--- src/rtl/bin_to_excess3_serial.sv ---
`default_nettype none
// ============================================================================
// Module      : bin_to_excess3_serial
// Description : Bit-serial BCD-to-excess-3 encoder. Consumes an LSB-first
//               stream of 4-bit BCD digits and emits digit+3 (4-bit wrap),
//               LSB-first, one registered cycle later. Frames are NUM_DIGITS
//               digits long; frame_done marks the last output bit of a frame.
//               Optional macro BCD_CHECK_EN enables the digit_err (>9) flag;
//               when undefined digit_err is tied low.
// Revision    : 1.0 - initial release
// ============================================================================
module bin_to_excess3_serial #(
  parameter int NUM_DIGITS = 4,
  parameter int CNT_W      = 4
) (
  input  logic clock,
  input  logic reset,
  input  logic in_valid,
  input  logic in,
  output logic out,
  output logic out_valid,
  output logic frame_done,
  output logic digit_err
);

  // State encodes the bit position within the digit plus the running carry
  typedef enum logic [2:0] {
    B0   = 3'd0,
    B1C0 = 3'd1,
    B1C1 = 3'd2,
    B2C0 = 3'd3,
    B2C1 = 3'd4,
    B3C0 = 3'd5,
    B3C1 = 3'd6
  } state_t;

  localparam logic [CNT_W-1:0] c_last_digit = CNT_W'(NUM_DIGITS - 1);

  state_t           r_state;
  state_t           w_next_state;
  logic             w_out_bit;
  logic             w_digit_end;
  logic [CNT_W-1:0] r_cnt;
  logic             r_out;
  logic             r_out_valid;
  logic             r_frame_done;

  // Serial add of constant 0011: next state and output bit for the current input bit
  always_comb begin
    w_next_state = B0;
    w_out_bit    = 1'b0;
    w_digit_end  = 1'b0;
    case (r_state)
      B0: begin
        w_out_bit    = ~in;
        w_next_state = in ? B1C1 : B1C0;
      end
      B1C0: begin
        w_out_bit    = ~in;
        w_next_state = in ? B2C1 : B2C0;
      end
      B1C1: begin
        w_out_bit    = in;
        w_next_state = B2C1;
      end
      B2C0: begin
        w_out_bit    = in;
        w_next_state = B3C0;
      end
      B2C1: begin
        w_out_bit    = ~in;
        w_next_state = in ? B3C1 : B3C0;
      end
      B3C0: begin
        w_out_bit    = in;
        w_next_state = B0;
        w_digit_end  = 1'b1;
      end
      B3C1: begin
        // Carry out of bit 3 is dropped, giving the 4-bit wrap
        w_out_bit    = ~in;
        w_next_state = B0;
        w_digit_end  = 1'b1;
      end
      default: begin
        w_out_bit    = 1'b0;
        w_next_state = B0;
      end
    endcase
  end

  // State register; advances only on accepted bits
  always_ff @(posedge clock or negedge reset) begin
    if (!reset) begin
      r_state <= B0;
    end else if (in_valid) begin
      r_state <= w_next_state;
    end
  end

  // Digit counter and registered outputs; out holds its value across stalls
  always_ff @(posedge clock or negedge reset) begin
    if (!reset) begin
      r_cnt        <= '0;
      r_out        <= 1'b0;
      r_out_valid  <= 1'b0;
      r_frame_done <= 1'b0;
    end else if (in_valid) begin
      r_out        <= w_out_bit;
      r_out_valid  <= 1'b1;
      r_frame_done <= w_digit_end && (r_cnt == c_last_digit);
      if (w_digit_end) begin
        r_cnt <= (r_cnt == c_last_digit) ? '0 : r_cnt + CNT_W'(1);
      end
    end else begin
      r_out_valid  <= 1'b0;
      r_frame_done <= 1'b0;
    end
  end

  assign out        = r_out;
  assign out_valid  = r_out_valid;
  assign frame_done = r_frame_done;

`ifdef BCD_CHECK_EN
  logic r_b1;
  logic r_b2;
  logic r_digit_err;

  // Capture bits 1 and 2 of the digit; flag >9 when bit 3 arrives set with either
  always_ff @(posedge clock or negedge reset) begin
    if (!reset) begin
      r_b1        <= 1'b0;
      r_b2        <= 1'b0;
      r_digit_err <= 1'b0;
    end else if (in_valid) begin
      if (r_state == B1C0 || r_state == B1C1) begin
        r_b1 <= in;
      end
      if (r_state == B2C0 || r_state == B2C1) begin
        r_b2 <= in;
      end
      r_digit_err <= w_digit_end & in & (r_b1 | r_b2);
    end else begin
      r_digit_err <= 1'b0;
    end
  end

  assign digit_err = r_digit_err;
`else
  assign digit_err = 1'b0;
`endif

endmodule
`default_nettype wire

--- config.mk ---
export PLATFORM = sky130hd
export DESIGN_NAME = bin_to_excess3_serial
export DESIGN_NICKNAME = d
export VERILOG_FILES = /design/src/rtl/bin_to_excess3_serial.sv
export SDC_FILE = /design/constraint.sdc
export NUM_CORES = 1
export LEC_CHECK = 0
export ABC_AREA = 1
export CAP_MARGIN = 20
export CORE_AREA = 2 2 39 41
export DETAILED_ROUTE_END_ITERATION = 10
export DIE_AREA = 0 0 41 43
export HOLD_SLACK_MARGIN = 0.12
export PLACE_DENSITY = 0.72
export SYNTH_ARGS = -nofsm -noshare
export SYNTH_HDL_FRONTEND = slang
export SYNTH_SLANG_ARGS = --single-unit
--- constraint.sdc ---
create_clock -name clock -period 3 [get_ports clock]
set_input_delay 0.6 -clock clock [delete_from_list [all_inputs] [get_ports clock]]
set_output_delay 0.6 -clock clock [all_outputs]
set_load 0.05 [all_outputs]
==> impl_metrics.json, run 1 <==
{
  "power.internal_mw": 0.3411,
  "cts_tree": "built",
  "vias": 439,
  "cts_hold_buf": 0,
  "syn_nets": 74,
  "power_frac_comb_pct": 39.6,
  "crit_path_end_kind": "output pin",
  "cpPeakStageDelay_ns": 0.80,
  "p_leak_nw": 0.3228,
  "clkPwrFrac_pct": 20.2,
  "min_path_type": "register to register",
  "postCtsSetupBuffers": 0,
  "cts_buffers": 3,
  "setup_viol": 0,
  "routed_wl_um": 804,
  "cp.buffers_inverters": 1,
  "grt_pass1_wl_um": 1366,
  "area_delta_synth_final_pct": 21.07,
  "final_common_cell": "nand2_1",
  "synth_compound_area_share_pct": 7.022,
  "switching_share_pct": 41.40,
  "finalSetupTns_ns": 0,
  "ant_nets": 0,
  "finalPower_mw": 0.5822,
  "min_period_ns": 1.997,
  "start_util_pct": 37.34,
  "netSwitchingPower_mw": 0.2411,
  "clk_latency_ns": 0.25,
  "diodes": 0,
  "portBuffers": 6,
  "finalCritPeriodShare_pct": 66.58,
  "ys_warn_count": 0,
  "grt_usage_pct": 11.22,
  "pwr-share-seq_pct": 40.2,
  "mostFrequentLayoutCells": "nand2_1 (29), dfrtp_1 (10), nor2_1 (6), inv_1 (6), clkdlybuf4s50_1 (6)",
  "grt_overflow": 0,
  "worstSetupStartpointType": "register",
  "skew_ns": 0.001150,
  "crit_family": "buffers and inverters",
  "fin_nets": 84,
  "finalMaxSlewViolations": 0,
  "slowest_stage": "clkdlybuf4s50_1",
  "placed_cells": 90,
  "ys_ff_latch": 10,
  "die_h_um": 43,
  "routedWlPerCell_um": 8.553,
  "dieArea_um2": 1763,
  "vdd_drop_max_mv": 0.3917,
  "drive_above_1_share_pct": 11.54,
  "rsz0062_at_grt": "false",
  "h-tree-depth": 1,
  "drv_cap": 0,
  "viasPerCell": 4.670,
  "status": "completed",
  "power_density_nw_per_um2": 930.6,
  "place_hpwl_um": 647.7,
  "required_ns": 2.40,
  "avgSynthCellArea_um2": 7.489,
  "syn-cell-area_um2": 516.7,
  "ios": 8,
  "core_area_um2": 1384,
  "place_congestion": 0.7815,
  "hold_viol_final": 0,
  "path_max_fanout": 2,
  "synth_mux_area_share_pct": 0,
  "crit_chain": "clkdlybuf4s50_1",
  "setup.worst_path.class": "register to output pin",
  "hold_slack_ns": 0.4829,
  "drcViolationCount": 0,
  "fmax_ghz": 0.5007,
  "syn_inst": 69,
  "root_buffer": "clkbuf_4",
  "drtIter0Drc": 8,
  "clk_path_buf_depth": 2,
  "cts_resized": 0,
  "synth-xor-area-share_pct": 0,
  "dr.pass1.iters": 4,
  "cp_data_arrival_time_ns": 1.40,
  "ys_seq_area_share_pct": 48.43,
  "cts.sinks": 10,
  "grt_pass1_vias": 357,
  "path_clk_slew_ns": 0.06,
  "ys_types": 17,
  "synthSimpleGateAreaFrac_pct": 34.14,
  "grt_max_degree": 11,
  "synth_fa_ha_area_share_pct": 2.421,
  "die_w_um": 41,
  "antenna_found_initial": 0,
  "synth_top_family_by_area": "simple AND/OR/NAND/NOR gates",
  "final_cell_count_no_fill": 94,
  "rows": 14
}
-- worst reg2reg max path: cells and delay by family, from the launching register on --
family	cells	cell delay [ns]
and+or+nand+nor	5	0.43
DFF	1	0.46
buffers and inverters	1	0.06
-- through the flow --
stage,util (%),cell area [um2],worst slack [ns]
floorplan,-,516.7,1.800
global placement,42.59,589.3,1.228
detailed placement,42.59,589.3,1.193
CTS,45.21,625.6,0.9857
global route,45.21,625.6,0.9627
finish,45.21,625.6,1.003
-- sequential cells by signal (all words and copies together) (netlist names) --
signal,count
r_cnt,4
out,1
out_valid,1
r_state,3
frame_done,1
-- layer usage --
metal	part of all wire (%)	track usage, %
met4	0.75	6.000
met1	49	15.46
met2	47	15.31
met3	3.6	3.141
met5	0	0
-- synth_stat cells --
| master | count | area share (%) |
|---|---|---|
| conb_1 | 1 | 0.73 |
| nor2_1 | 6 | 4.4 |
| a21oi_2 | 1 | 1.7 |
| inv_1 | 6 | 4.4 |
| o21ai_1 | 2 | 1.9 |
| inv_2 | 1 | 0.73 |
| nand4_1 | 1 | 1.2 |
| nand2_1 | 29 | 21 |
| buf_4 | 1 | 1.5 |
| clkinv_1 | 1 | 0.73 |
| nand3_1 | 3 | 2.9 |
| nand2_2 | 2 | 2.4 |
| ha_1 | 1 | 2.4 |
| a22oi_1 | 1 | 1.5 |
| nand2_4 | 1 | 2.2 |
| o21ai_0 | 2 | 1.9 |
| dfrtp_1 | 10 | 48 |
-- worst paths after layout --
kind	start	end	slack (ns)	cells after the start
worst min register to register	out	out	0.48	2
min in group asynchronous	reset	r_cnt[0]	0.65	1
worst min-delay path	out	out	0.48	2
worst max register to register	r_state[0]	r_cnt[1]	1.95	6
max in group asynchronous	reset	r_cnt[3]	2.04	1
worst max-delay path	out	out	1.00	1
-- power groups by stage --
stage	Combinational (mW)	Sequential, mW	Clock [mW]
2_1_floorplan	0.162	0.250	0
3_3_place_gp	0.228	0.236	0
3_5_place_dp	0.234	0.236	0
4_1_cts	0.234	0.233	0.122
5_1_grt	0.266	0.241	0.128
6_report	0.231	0.234	0.117
-- kinds of logic (layout without fill, tap and decap cells) --
family                     Yosys count  count (layout)
AOI/OAI and AO/OA                    6               6
adders and majority gates            1               1
buffers and inverters                9              18
DFF                                 10              10
other                                1               1
and+or+nand+nor                     42              42
-- final cells by class --
class / count / area (um2)
clock buffers: 4 / 36.28
fillers: 150 / 758.2
inverters: 8 / 30.03
multi-input cells: 50 / 229.0
repair buffers: 6 / 60.06
well taps: 16 / 20.02
flip-flops and latches: 10 / 250.2
No activity file was read; power rests on OpenSTA's default activity.
==> inputs of run 2 (changes only) <==
- PLACE_DENSITY: 0.72 -> 0.74
- clock period: 3 -> 1.7 ns (I/O delays scaled with it)
==> run 2 against run 1 <==
Effect of this change:
- critical path depth up 5
- flip-flop and latch count unchanged
- non-clock buffer count is the same
- final cell count unchanged
- highest routed layer unchanged
- die area stayed put
- via count decreased by 3.0%
- clock-buffer cell count did not move
- clock skew up 0.0038 ns
- design area decreased by 1.2%
- routed wire length increased by 10%
- total power increased by 78%
==> impl_metrics.json, run 2 (synthesized netlist as in run 1, its figures left out) <==
{
  "finalSetupTns_ns": 0,
  "drcViolationCount": 0,
  "fill_cells": 145,
  "postCtsSetupBuffers": 0,
  "start_util_pct": 37.34,
  "power_frac_comb_pct": 39.4,
  "routed_wl_um": 886,
  "vdd_drop_max_mv": 0.6857,
  "core_area_um2": 1384,
  "die_h_um": 43,
  "p_leak_nw": 0.3268,
  "fin_nets": 84,
  "fmax_ghz": 0.7903,
  "antenna_found_initial": 0,
  "min_period_ns": 1.265,
  "cts_hold_buf": 0,
  "routedWlPerCell_um": 9.426,
  "path_clk_slew_ns": 0.07,
  "grt_max_degree": 11,
  "cp_data_arrival_time_ns": 1.41,
  "largest_reg_flops": 4,
  "clk_latency_ns": 0.26,
  "crit_path_end_kind": "register",
  "h-tree-depth": 1,
  "hold_viol_final": 0,
  "viasPerCell": 4.532,
  "cts.sinks": 10,
  "diodes": 0,
  "ant_nets": 0,
  "rsz0062_at_grt": "false",
  "grt_overflow": 0,
  "top_regs": "r_cnt (4), r_state (3)",
  "dr.pass1.iters": 2,
  "skew_ns": 0.004970,
  "dieArea_um2": 1763,
  "vias": 426,
  "required_ns": 1.84,
  "finalCritPeriodShare_pct": 74.44,
  "ios": 8,
  "grt_usage_pct": 12.39,
  "cts_buffers": 3,
  "power.internal_mw": 0.5985,
  "status": "completed",
  "root_buffer": "clkbuf_4",
  "cts_tree": "built",
  "place_congestion": 0.7874,
  "setup.worst_path.class": "input pin to register",
  "clk_path_buf_depth": 2,
  "setup_viol": 0,
  "drv_cap": 0,
  "r2r_slack_ns": 0.64,
  "mostFrequentLayoutCells": "nand2_1 (29), dfrtp_1 (10), nor2_1 (6), inv_1 (6)",
  "netSwitchingPower_mw": 0.4361,
  "finalPower_mw": 1.035,
  "drive_above_1_share_pct": 15.38,
  "pwr-share-seq_pct": 40.3,
  "max_flop_register": "r_cnt",
  "portBuffers": 6,
  "path_max_fanout": 7,
  "switching_share_pct": 42.15,
  "cts_resized": 0,
  "final_common_cell": "nand2_1",
  "finalMaxSlewViolations": 0,
  "grt_pass1_wl_um": 1414,
  "die_w_um": 41,
  "min_path_type": "input pin to asynchronous set/reset pin",
  "place_hpwl_um": 687.9,
  "drtIter0Drc": 2,
  "clkPwrFrac_pct": 20.3,
  "worstSetupStartpointType": "input pin",
  "power_density_nw_per_um2": 1674,
  "area_delta_synth_final_pct": 19.61,
  "grt_pass1_vias": 367,
  "rows": 14
}
run 2: final timing paths:
kind | to | startpoint | cells after the start
worst max-delay path | r_cnt[2] | in_valid | 6
worst min-delay path | r_cnt[0] | reset | 1
worst max register to register | r_cnt[2] | r_cnt[0] | 6
worst min register to register | out | out | 2
max in group asynchronous | r_cnt[2] | reset | 1
min in group clock | out | out | 2
run 2: worst max-delay path, cell delays in order:
cell and delay [ns]:
clkdlybuf4s50_1 0.56, inv_2 0.08, a21oi_2 0.19, nand2_4 0.10, nand2_1 0.06, o21ai_1 0.06
run 2: cell type report:
type | count | area (um2) | share of cell area, %
clock buffers | 4 | 36.28 | 5.870
repair buffers | 6 | 52.55 | 8.502
flip-flops and latches | 10 | 250.2 | 40.49
well taps | 16 | 20.02 | 3.239
multi-input cells | 50 | 229.0 | 37.04
inverters | 8 | 30.03 | 4.858
run 2: per-layer routing:
metal | part of all wire, % | GRT usage, % | wire [um] | vias up
met5 | 0 | 0 | 0 | -
met4 | 1.1 | 10.00 | 10 | 0
met3 | 3.2 | 3.141 | 28 | 2
met2 | 50 | 16.88 | 442 | 5
met1 | 46 | 15.67 | 404 | 191
li1 | - | - | - | 228
run 2: power groups by stage:
stage                     logic, mW  registers [mW]  clock network (mW)
final                         0.408           0.417               0.210
after global routing          0.461           0.431               0.229
after CTS                     0.413           0.417               0.215
after detailed placement      0.410           0.420                   0
after global placement        0.398           0.416                   0
after floorplan               0.286           0.441                   0
run 2: stage by stage:
| step | util (%) | area [um2] | worst slack, ns | cells | hold WS, ns |
|---|---|---|---|---|---|
| final | 44.67 | 618.1 | 0.4346 | 94 | 0.3843 |
| after global routing | 44.67 | 618.1 | 0.3818 | 94 | 0.4185 |
| after CTS | 44.67 | 618.1 | 0.4295 | 94 | 0.4002 |
| after detailed placement | 42.04 | 581.8 | 0.1559 | 90 | 0.4780 |
| after global placement | 42.04 | 581.8 | 0.1835 | 90 | 0.4877 |
| after floorplan | - | 516.7 | 0.7436 | 69 | 0.04441 |
